[src/rtl/aud_pkg.sv]
// Shared definitions for the audio record/playback path: widths, state and mode
// encodings, and the speed-factor clamp used by the recorder, DSP and player.
package aud_pkg;

    localparam int ADDR_W    = 20;
    localparam int DATA_W    = 16;
    localparam int MAX_SPEED = 8;

    localparam logic [3:0] MAX_SPEED_N = 4'(MAX_SPEED);

    typedef enum logic [2:0] {
        ST_IDLE   = 3'd0,
        ST_WAIT   = 3'd1,
        ST_FETCH0 = 3'd2,
        ST_FETCH1 = 3'd3,
        ST_CALC   = 3'd4,
        ST_HOLD   = 3'd5,
        ST_PAUSE  = 3'd6
    } state_t;

    typedef enum logic [1:0] {
        MODE_NORMAL = 2'd0,
        MODE_FAST   = 2'd1,
        MODE_SLOW0  = 2'd2,
        MODE_SLOW1  = 2'd3
    } mode_t;

    // Where CALC takes cur/nxt from: held registers, or the SRAM bus just fetched.
    typedef enum logic [1:0] {
        SRC_REGS = 2'd0,
        SRC_F0   = 2'd1,
        SRC_F1   = 2'd2
    } src_t;

    function automatic logic [3:0] clamp_speed(input logic [3:0] s);
        if (s == 4'd0) begin
            return 4'd1;
        end
        if (s > MAX_SPEED_N) begin
            return MAX_SPEED_N;
        end
        return s;
    endfunction

endpackage

[src/rtl/aud_interp.sv]
// Combinational linear interpolator: out = cur + ((nxt - cur) * k) / n,
// with the division truncating toward zero.
module aud_interp
    import aud_pkg::*;
(
    input  logic [DATA_W-1:0] cur,
    input  logic [DATA_W-1:0] nxt,
    input  logic [2:0]        k,
    input  logic [3:0]        n,
    output logic [DATA_W-1:0] out
);

    localparam int PROD_W = DATA_W + 4;

    logic signed [DATA_W:0]   diff;
    logic signed [PROD_W-1:0] diff_w;
    logic signed [PROD_W-1:0] k_w;
    logic signed [PROD_W-1:0] n_w;
    logic signed [PROD_W-1:0] prod;
    logic signed [PROD_W-1:0] quot;

    // |diff| * k stays below 2^19 for k <= 7, so the product never overflows.
    always_comb begin
        diff   = {nxt[DATA_W-1], nxt} - {cur[DATA_W-1], cur};
        diff_w = {{(PROD_W-DATA_W-1){diff[DATA_W]}}, diff};
        k_w    = {{(PROD_W-3){1'b0}}, k};
        n_w    = (n == 4'd0) ? {{(PROD_W-1){1'b0}}, 1'b1} : {{(PROD_W-4){1'b0}}, n};
        prod   = diff_w * k_w;
        quot   = prod / n_w;
        out    = cur + quot[DATA_W-1:0];
    end

endmodule

[src/rtl/aud_dsp.sv]
// Playback sample processor: walks the recorded SRAM image, applies fast/slow
// speed control and presents one sample per DAC LR-clock period to the player.
module aud_dsp
    import aud_pkg::*;
(
    input  logic              i_clk,
    input  logic              i_rst_n,
    input  logic              i_daclrck,
    input  logic              i_start,
    input  logic              i_pause,
    input  logic              i_stop,
    input  logic              i_fast,
    input  logic              i_slow_0,
    input  logic              i_slow_1,
    input  logic [3:0]        i_speed,
    input  logic [ADDR_W-1:0] i_end_addr,
    input  logic [DATA_W-1:0] i_sram_data,
    output logic [ADDR_W-1:0] o_sram_addr,
    output logic [DATA_W-1:0] o_dac_data,
    output logic              o_player_en,
    output logic              o_busy,
    output logic              o_done,
    output logic [2:0]        o_state
);

    // Player contract: while o_player_en is high, o_dac_data is the sample for the
    // current period; it changes only during the lrc-high half, never while low.
    state_t              state_q, state_d;
    mode_t               mode_q, mode_d, mode_in;
    src_t                src_q, src_d;
    logic                lrc_q;
    logic [ADDR_W-1:0]   a_q, a_d;
    logic [2:0]          k_q, k_d;
    logic [3:0]          n_q, n_d, n_in;
    logic [DATA_W-1:0]   cur_q, cur_d, nxt_q, nxt_d;
    logic [DATA_W-1:0]   dac_q, dac_d;
    logic                en_q, en_d;
    logic                done_q, done_d;

    logic                lrc_rise;
    logic                cfg_change;
    logic                at_end;
    logic [DATA_W-1:0]   cur_eff, nxt_eff, interp_out;
    logic [ADDR_W:0]     adv_a;
    logic [2:0]          adv_k;
    logic                refetch;
    logic                past_end;

    assign lrc_rise = i_daclrck & ~lrc_q;
    assign at_end   = (a_q == i_end_addr);

    always_comb begin
        if (i_fast) begin
            mode_in = MODE_FAST;
        end else if (i_slow_1) begin
            mode_in = MODE_SLOW1;
        end else if (i_slow_0) begin
            mode_in = MODE_SLOW0;
        end else begin
            mode_in = MODE_NORMAL;
        end
        n_in       = (mode_in == MODE_NORMAL) ? 4'd1 : clamp_speed(i_speed);
        cfg_change = (mode_in != mode_q) || (n_in != n_q);
    end

    // Freshly fetched words are used straight off the bus in CALC to save a cycle.
    always_comb begin
        cur_eff = (src_q == SRC_F0) ? i_sram_data : cur_q;
        if (src_q == SRC_F1) begin
            nxt_eff = at_end ? cur_q : i_sram_data;
        end else begin
            nxt_eff = nxt_q;
        end
    end

    aud_interp u_interp (
        .cur (cur_eff),
        .nxt (nxt_eff),
        .k   (k_q),
        .n   (n_q),
        .out (interp_out)
    );

    // Position step taken at the lrc rise that ends a HOLD period.
    always_comb begin
        adv_a   = {1'b0, a_q};
        adv_k   = k_q;
        refetch = 1'b1;
        if (mode_q == MODE_SLOW0 || mode_q == MODE_SLOW1) begin
            if ({1'b0, k_q} < (n_q - 4'd1)) begin
                adv_k   = k_q + 3'd1;
                refetch = 1'b0;
            end else begin
                adv_k = 3'd0;
                adv_a = {1'b0, a_q} + (ADDR_W+1)'(1);
            end
        end else begin
            adv_a = {1'b0, a_q} + {{(ADDR_W-3){1'b0}}, n_q};
        end
        if (cfg_change) begin
            adv_k   = 3'd0;
            refetch = 1'b1;
        end
        past_end = (adv_a > {1'b0, i_end_addr});
    end

    always_comb begin
        state_d = state_q;
        mode_d  = mode_q;
        n_d     = n_q;
        src_d   = src_q;
        a_d     = a_q;
        k_d     = k_q;
        cur_d   = cur_q;
        nxt_d   = nxt_q;
        dac_d   = dac_q;
        en_d    = en_q;
        done_d  = 1'b0;

        case (state_q)
            ST_IDLE: begin
                a_d   = '0;
                k_d   = '0;
                en_d  = 1'b0;
                dac_d = '0;
                if (i_start) begin
                    state_d = ST_WAIT;
                end
            end
            ST_WAIT: begin
                if (lrc_rise) begin
                    mode_d = mode_in;
                    n_d    = n_in;
                    if (cfg_change) begin
                        k_d = '0;
                    end
                    state_d = ST_FETCH0;
                end
            end
            ST_FETCH0: begin
                if (mode_q == MODE_SLOW1) begin
                    src_d   = SRC_F1;
                    state_d = ST_FETCH1;
                end else begin
                    src_d   = SRC_F0;
                    state_d = ST_CALC;
                end
            end
            ST_FETCH1: begin
                cur_d   = i_sram_data;
                state_d = ST_CALC;
            end
            ST_CALC: begin
                cur_d   = cur_eff;
                nxt_d   = nxt_eff;
                dac_d   = (mode_q == MODE_SLOW1) ? interp_out : cur_eff;
                en_d    = 1'b1;
                state_d = ST_HOLD;
            end
            ST_HOLD: begin
                if (lrc_rise) begin
                    mode_d = mode_in;
                    n_d    = n_in;
                    if (past_end) begin
                        a_d     = '0;
                        k_d     = '0;
                        en_d    = 1'b0;
                        dac_d   = '0;
                        done_d  = 1'b1;
                        state_d = ST_IDLE;
                    end else begin
                        a_d     = adv_a[ADDR_W-1:0];
                        k_d     = adv_k;
                        src_d   = SRC_REGS;
                        state_d = refetch ? ST_FETCH0 : ST_CALC;
                    end
                end
            end
            ST_PAUSE: begin
                en_d  = 1'b0;
                dac_d = '0;
                if (i_start) begin
                    state_d = ST_WAIT;
                end
            end
            default: begin
                state_d = ST_IDLE;
            end
        endcase

        // Stop beats pause; both override whatever the state itself decided.
        if (state_q != ST_IDLE) begin
            if (i_stop) begin
                a_d     = '0;
                k_d     = '0;
                en_d    = 1'b0;
                dac_d   = '0;
                done_d  = 1'b0;
                state_d = ST_IDLE;
            end else if (i_pause && state_q != ST_PAUSE) begin
                a_d     = a_q;
                k_d     = k_q;
                mode_d  = mode_q;
                n_d     = n_q;
                en_d    = 1'b0;
                dac_d   = '0;
                done_d  = 1'b0;
                state_d = ST_PAUSE;
            end
        end
    end

    always_ff @(posedge i_clk or negedge i_rst_n) begin
        if (!i_rst_n) begin
            state_q <= ST_IDLE;
        end else begin
            state_q <= state_d;
        end
    end

    always_ff @(posedge i_clk or negedge i_rst_n) begin
        if (!i_rst_n) begin
            lrc_q  <= 1'b0;
            mode_q <= MODE_NORMAL;
            n_q    <= 4'd1;
            src_q  <= SRC_REGS;
            a_q    <= '0;
            k_q    <= '0;
            cur_q  <= '0;
            nxt_q  <= '0;
            dac_q  <= '0;
            en_q   <= 1'b0;
            done_q <= 1'b0;
        end else begin
            lrc_q  <= i_daclrck;
            mode_q <= mode_d;
            n_q    <= n_d;
            src_q  <= src_d;
            a_q    <= a_d;
            k_q    <= k_d;
            cur_q  <= cur_d;
            nxt_q  <= nxt_d;
            dac_q  <= dac_d;
            en_q   <= en_d;
            done_q <= done_d;
        end
    end

    always_comb begin
        o_sram_addr = (state_q == ST_FETCH1 && !at_end) ? (a_q + ADDR_W'(1)) : a_q;
        o_dac_data  = dac_q;
        o_player_en = en_q;
        o_busy      = (state_q != ST_IDLE);
        o_done      = done_q;
        o_state     = state_q;
    end

endmodule
[config.mk]
export PLATFORM = sky130hd
export DESIGN_NAME = aud_dsp
export DESIGN_NICKNAME = d
export VERILOG_FILES = /design/src/rtl/aud_pkg.sv /design/src/rtl/aud_interp.sv /design/src/rtl/aud_dsp.sv
export SDC_FILE = /design/constraint.sdc
export NUM_CORES = 1
export LEC_CHECK = 0
export CORE_AREA = 2 2 303 155
export DETAILED_ROUTE_END_ITERATION = 8
export DIE_AREA = 0 0 305 157
export DONT_BUFFER_PORTS = 1
export PLACE_DENSITY = 0.64
export SYNTH_ARGS = -nofsm -noshare
export SYNTH_HDL_FRONTEND = slang
export SYNTH_HIERARCHICAL = 1
export SYNTH_SLANG_ARGS = --single-unit
[constraint.sdc]
create_clock -name i_clk -period 113.1 [get_ports i_clk]
set_input_delay 28.275 -clock i_clk [delete_from_list [all_inputs] [get_ports i_clk]]
set_output_delay 28.275 -clock i_clk [all_outputs]
set_load 0.02 [all_outputs]
==> impl_metrics.toml <==
[hold_path]
hp-class = "reg2reg"
holdPathStages = 2
hold_start = "nxt_q[4]"
hold_end = "nxt_q[4]"

[sta]
hold_viol_final = 0
setup-tns-final_ps = 0
slew_violations = 0
rsz0062_at_grt = "false"
fin_crit_ps = 82250
layout_worst_path_cycle_share_pct = 72.7
setup_viol = 0
skew_ps = 15.3
tightest_slew_ps = 1180
fmax_ghz = 0.0122
slew_headroom_pct = 21.4

[finish]
n_fill_cell = 4630
finalNetCount = 2555
ff_latch_area_um2 = 2130
multi_input_area_um2 = 14800
syn_to_final_growth_pct = 4.21
instances_no_fill = 2916
antenna_cells = 0
final_layout_size_suffix_gt1_share_pct = 8.58

[clock_network]
htreeDepth = 3
cts_tree = "yes"
cts.sinks = 85
cts_resized = 0
cts_hold_repair.buffers = 0
numCtsBuffers = 9
post_cts_buffers = 0
root_buffer = "clkbuf_16"
clkSlewWorstSetupHoldPaths_ps = 80
clk_latency_ps = 370
clockBufferDepth = 2

[worst_setup_path]
cp_data_required_time_ps = 113320
crit_slowest_cell = "o32ai_1"
reg2reg_depth = 239
slowest_delay_ps = 940
end_kind = "register"
r2r-start = "a_q[4]"
r2r_slack_ps = 58140
crit_arrival_ps = 82470
start_kind = "input port"
critPathLaunch = "i_end_addr[4]"
reg2reg_to = "o_dac_data[15]"
critical_path_class = "in2reg"
crit_top_cell = "a21oi_1"
crit_fanout = 24

[global_route]
overflow = 0
track_usage_pct = 21.6
met3_usage_pct = 3.08
met1_usage_pct = 27.8
grt_pass1_vias = 16500
grt_first_pass_wirelength_um = 85600
grt_max_degree = 86
antenna_found_initial = 0
grtUsageMet2_pct = 37.2
grt-busiest-layer = "met2"

[synth]
synthArstFlopShare_pct = 100
yosys-top-cells-area = "ha_1, dfrtp_1, xnor2_1, a21oi_1, nand2_1"
synthCells = 2377
synth.top_cell.area_share_pct = 12.1
synth_cell_types = 124
ys_seq_elements = 85
ys_warn_count = 6
synth_most_common_cell = "nand2_1"
synth_edf_count = 0
synth.cell_area_um2 = 17900
seq_area_frac_synth_pct = 11.9
syn-num-nets = 2619
avgSynthCellArea_um2 = 7.54
synth_area_leader_cell = "ha_1"
yosys-top-cells-count = "nand2_1, nor2_1, ha_1"
ys_dominant_reg_cell = "dfrtp_1"

[run_status]
outcome = "complete, no violations"

[routing]
routed_wl_um = 52200
num_vias = 17400
wire_per_inst_um = 17.9
ant_nets = 0
drc = 0
drt-pass1-iter-count = 5
first_iter_violations = 1224
via_per_inst = 5.97

[placement]
dp.cells = 2900
gp_congestion = 0.914
dp_hpwl_um = 42100
port_buffers = 0

[die]
die-height_um = 157
rows = 55
die_area_um2 = 47900
core_um2 = 44900
start_util_pct = 39.9
io_pins = 91
chipWidth_um = 305

[run]
drv_cap = 0
[critical path, delay by kind of cell]
kind | cells | cell delay, ps
adder cells (fa/ha/maj) | 26 | 7780
XOR/XNOR | 4 | 490
buffers and inverters | 11 | 1140
AO/OA/AOI/OAI | 116 | 24980
AND/OR/NAND/NOR | 76 | 18090
multiplexers | 6 | 1540
[cells by family after synthesis]
logic type	count (synthesis)	share of synthesized area [%]
flops	85	11.9
fa+ha+maj	194	14.4
mux	97	5.88
xor+xnor	167	8.21
compound gates	720	28.3
simple gates	865	25.6
buf+inv	249	5.69
[sequential cells by signal (all words and copies together) (netlist names)]
signal,count
o_dac_data,16
src_q,2
o_done,1
o_player_en,1
a_q,20
n_q,4
o_state,3
k_q,3
lrc_q,1
mode_q,2
nxt_q,16
cur_q,16
[per-layer routing]
| layer | up-vias | wire length (um) |
|---|---|---|
| met4 | 0 | 1670 |
| met1 | 8235 | 23900 |
| met3 | 91 | 2690 |
| li1 | 8596 | - |
| met2 | 490 | 23900 |
| met5 | - | 0 |
[placed cells by master, fill, tap and decap left out, drive strengths merged, types with 11 or more instances in the layout]
cell       n
nand2    210
nor2     196
ha       173
a21oi    173
inv      163
o21ai    148
xnor2    118
dfrtp     84
nor3      80
nand3     70
and2      56
mux2      50
o21a      49
xor2      49
mux2i     47
a21o      43
nand2b    38
nand4     32
or3       32
o211ai    31
a211oi    31
a31oi     29
or2       27
nor2b     26
fa        20
o2bb2ai   20
and3      19
o31ai     19
o21bai    16
nor4      16
o211a     15
a22o      14
buf       14
o2111ai   13
a21boi    13
nand3b    11
and4      11
[final cells by class]
class / instances / area share (%)
flip-flops and latches: 85 / 11.4
inverters: 160 / 3.22
well taps: 598 / 4.01
clock inverters: 7 / 0.409
multi-input cells: 2043 / 79.2
clock buffers: 9 / 1.21
repair buffers: 14 / 0.563
[per-stage QoR]
stage                     setup WS, ps  util (%)  instance area (um^2)  hold slack, ps
after floorplan                  39220         -                 17900             495
after global placement           32800      40.9                 18400             507
after detailed placement         31280      40.9                 18400             519
after CTS                        31520      41.5                 18700             536
after global routing             25620      41.5                 18700             551
final                            30850      41.5                 18700             530
[worst max-delay path by stage]
stage                      to  slack [ps]
3_3_place_gp   o_dac_data[15]       32800
5_1_grt        o_dac_data[15]       25620
3_5_place_dp   o_dac_data[15]       31280
6_report       o_dac_data[15]       30850
4_1_cts        o_dac_data[15]       31520
2_1_floorplan  o_dac_data[15]       39220
Power is not shown: default switching activity piles up to over one toggle a cycle in this logic, so the estimate is an artifact.
==> patch 1, RTL diff (same settings) <==
Re-encode `src_t` (3 values) as one-hot, 3 bits wide.
--- a/src/rtl/aud_pkg.sv
+++ b/src/rtl/aud_pkg.sv
@@ -28,6 +28,6 @@
     // Where CALC takes cur/nxt from: held registers, or the SRAM bus just fetched.
-    typedef enum logic [1:0] {
-        SRC_REGS = 2'd0,
-        SRC_F0   = 2'd1,
-        SRC_F1   = 2'd2
+    typedef enum logic [2:0] {
+        SRC_REGS = 3'b001,
+        SRC_F0   = 3'b010,
+        SRC_F1   = 3'b100
     } src_t;
Function: no difference found for any inputs over 4 cycles, from zero or initial values and one cycle with i_rst_n low; so few cycles prove little.
==> patch 1 against the unedited design <==
- synthesized cell count up 2.1%
- die area unchanged
- sequential share of layout area about the same
- routed wire length up 1.4%
- core utilization up 0.58 points
- design area up 1.4%
- setup slack better by 0.55 ns
- sequential cell count up 1
- area after synthesis up 1.2%
Power is left out: the tool's default activity adds up to more than one toggle a clock period on the data nets, which glitch-free logic cannot reach.
==> patch 1: results (changes against the unedited design) <==
metric,value,unit,change
status,completed,,unchanged
post-synthesis async set-or-reset flop share,1.00,,unchanged
"count leader, synth",nor2_1,,was nand2_1
Yosys cell types,121,,was 124
total CTS buffers,9,,unchanged
Critical Path Source,i_end_addr[11],,was i_end_addr[4]
max reg flops,20,,unchanged
synth cell count leaders,"235 x nor2_1, 183 x inv_1, 177 x a21oi_1",,"was 207 x nand2_1, 195 x nor2_1, 173 x ha_1"
post-CTS resize count,0,,unchanged
Post-Syn Instances,2428,,"was 2,377"
crit path to,o_dac_data[15],,unchanged
maximum level of the CTS H-tree,3,,unchanged
r2r worst-path depth,234,,was 239
Least-Margin Pin Slew,1.09,ns,was 1.18 ns
filler instances,4542,,"was 4,630"
worst-skew pair later-pin latency,0.36,ns,
Non-Filler Instances,2970,,"was 2,916"
critical path's largest stage delay,0.77,ns,was 0.94 ns
Largest Register,a_q,,unchanged
fin crit period,81.70,ns,was 82.25 ns
via count,17710,,"was 17,412"
Synth Warn #,6,,unchanged
Critical Path AT,81.94,ns,was 82.47 ns
reg2reg start,a_q[11],,was a_q[4]
met1 usage,0.292,,was 0.278
router iterations before antenna repair,5,,unchanged
crit path max-delay cell type,nor4_1,,was o32ai_1
first-pass GRT wire length,85500,um,"was 85,600 um"
GRT Util Overall,0.215,,was 0.216
Worst Hold Class,reg -> reg,,unchanged
Ant. Diodes,0,,unchanged
routability cong.,0.953,,was 0.914
port buffer count,0,,unchanged
hpwl dp,42500,um,"was 42,100 um"
sequential area share after synthesis,0.119,,about the same
Synth area leaders,"ha_1 12%, dfrtp_1 12%, xnor2_1 5.5%, a21oi_1 4.9%, nor2_1 4.9%",,"was ha_1 12%, dfrtp_1 12%, xnor2_1 5.7%, a21oi_1 4.7%, nand2_1 4.3%"
post-place setup slack,31.82,ns,was 31.28 ns
share of cells above drive strength 1,0.0805,,was 0.0858
worst clock skew,0.0147,ns,was 0.0153 ns
met2 GRT Util,0.372,,about the same
Syn Nets,2670,,"was 2,619"
Clock Path Buffers,2,,unchanged
ys flop type,dfrtp_1,,unchanged
initial antenna violation count,0,,unchanged
worst-path fanout max,23,,was 24
initial drt markers,1341,,"was 1,224"
setup repair bufs after CTS,0,,unchanged
Nets,2609,,"was 2,555"
R2R Setup Slk,58.69,ns,was 58.14 ns
drt total wl,52900,um,"was 52,200 um"
largest net degree at the start of global routing,87,,was 86
clk root buf,clkbuf_16,,unchanged
fin area,18900,um^2,"was 18,700 um^2"
clk slew on worst S/H paths,0.07,ns,
number of global-route vias before repair,16270,,"was 16,488"
met3 Resource Use GR,0.0206,,was 0.0308
## patch 1: changes by cell type after synthesis, moves of 10 or more
cell	unedited run	this run
o2bb2ai_2	11	0
nor3_1	70	82
o21ai_0	128	107
o32ai_1	4	17
inv_1	159	183
mux2_2	49	59
and3_1	18	29
a31oi_1	26	38
o2111ai_1	13	3
nand2_1	207	171
nor2_1	195	235
xor2_1	49	72
## patch 1: cell families after synthesis
logic type | after synthesis | share of synthesized area
adders and majority gates | 194 | 0.142
muxes | 107 | 0.0638
AOI/OAI and AO/OA | 686 | 0.260
and+or+nand+nor | 899 | 0.265
buffers and inverters | 270 | 0.0602
xor gates and xnor gates | 186 | 0.0903
DFF | 86 | 0.119
## patch 1: how the worst min path moves through the flow
stage                         start         to  slack (ns)  depth (start not counted)
after floorplan           nxt_q[10]  nxt_q[10]        0.50                          2
after global placement     nxt_q[7]   nxt_q[7]        0.51                          2
after detailed placement   cur_q[1]   cur_q[1]        0.52                          1
after CTS                 cur_q[13]  cur_q[13]        0.53                          1
after global routing       cur_q[1]   cur_q[1]        0.55                          1
final                     nxt_q[14]  nxt_q[14]        0.53                          2
## patch 1: area by class of cell
cell class	count	area share
multi-input combinational	2072	0.787
sequential	86	0.114
tap	598	0.0395
inverter	186	0.0369
clock buffer	10	0.0121
clock inverter	6	0.00575
timing repair buffer	12	0.00476
## patch 1: per-layer routing
layer	wire length, um	vias to the layer above
li1	-	8761
met3	2190	52
met2	24600	413
met4	795	0
met1	25300	8484
met5	0	-
## patch 1: worst max-delay path: cells and delay by family
family | cells | cell delay [ns]
AOI/OAI and AO/OA | 107 | 21.28
buffers and inverters | 8 | 1.14
muxes | 10 | 3.14
and+or+nand+nor | 79 | 19.82
xor gates and xnor gates | 4 | 0.54
adders and majority gates | 26 | 7.68
==> patch 2, RTL diff (same settings) <==
Without the edit above. Change the package constant `ADDR_W` from 20 to 18.
--- a/src/rtl/aud_pkg.sv
+++ b/src/rtl/aud_pkg.sv
@@ -4,3 +4,3 @@
 
-    localparam int ADDR_W    = 20;
+    localparam int ADDR_W    = 18;
     localparam int DATA_W    = 16;
Interface: changed (resized i_end_addr and o_sram_addr); port bits go from 91 to 87. No check against the original RTL was run, so the function may have changed too.
==> patch 2 against the unedited design <==
- via count is 0.25% higher
- sequential cell count is 2 lower
- setup slack worse by 1.3 ns
- die area stayed put
- design area hardly changed
- area after synthesis hardly changed
- routed wire length is 1.9% higher
- critical path type unchanged
- critical endpoint unchanged
Power is left out: the tool's default activity adds up to more than one toggle a clock period on the data nets, which glitch-free logic cannot reach.
==> patch 2: results (changes against the unedited design) <==
metric,value,unit,change
Synth Area per Inst,7.51,um^2,was 7.54 um^2
initial drt markers,1265,,"was 1,224"
drt total wl,53200,um,"was 52,200 um"
first-pass GRT wire length,87000,um,"was 85,600 um"
placed insts,2915,,"was 2,900"
met3 Resource Use GR,0.0323,,was 0.0308
worst-path fanout max,18,,was 24
DR WL met2,24200,um,"was 23,900 um"
crit path max-delay cell type,o22ai_1,,was o32ai_1
Least-Margin Pin Slew,1.10,ns,was 1.18 ns
Critical Path AT,83.84,ns,was 82.47 ns
placed instance area,18400,um^2,about the same
sequential area share after synthesis,0.116,,was 0.119
post-place setup slack,29.94,ns,was 31.28 ns
critical path's largest stage delay,0.77,ns,was 0.94 ns
status,completed,,unchanged
Hold Slack,0.528,ns,was 0.530 ns
DR vias/cell,5.96,,was 5.97
met3 WL,2840,um,was 2690 um
WL met1,25200,um,"was 23,900 um"
met2 GRT Util,0.374,,was 0.372
Nets,2566,,"was 2,555"
drt wl/cell,18.1,um,was 17.9 um
GRT Util Overall,0.219,,was 0.216
largest net degree at the start of global routing,84,,was 86
[patch 2: cell count changes in the layout (fill, tap and decap cells not counted), moves of 15 or more]
cell	unedited run	this run
inv_1	159	184
nor3_1	70	85
a21oi_1	169	147
nor2_1	194	224
[patch 2: area by class of cell]
type                            instances  area, um^2
Inverter                              186         698
Sequential cell                        83        2080
Clock buffer                            9         225
Clock inverter                          7        78.8
Multi-Input combinational cell       2036       14800
Tap cell                              598         748
Timing Repair Buffer                   12        90.1
Fill cell                            4668       26300
[patch 2: worst paths after layout]
path                               start              to  cells past startpoint
max                        i_end_addr[1]  o_dac_data[15]                    244
min                             nxt_q[1]        nxt_q[1]                      2
max reg2reg                       a_q[1]  o_dac_data[15]                    244
min reg2reg                     nxt_q[1]        nxt_q[1]                      2
max in group asynchronous        i_rst_n          n_q[0]                      0
min in group asynchronous        i_rst_n         a_q[14]                      0
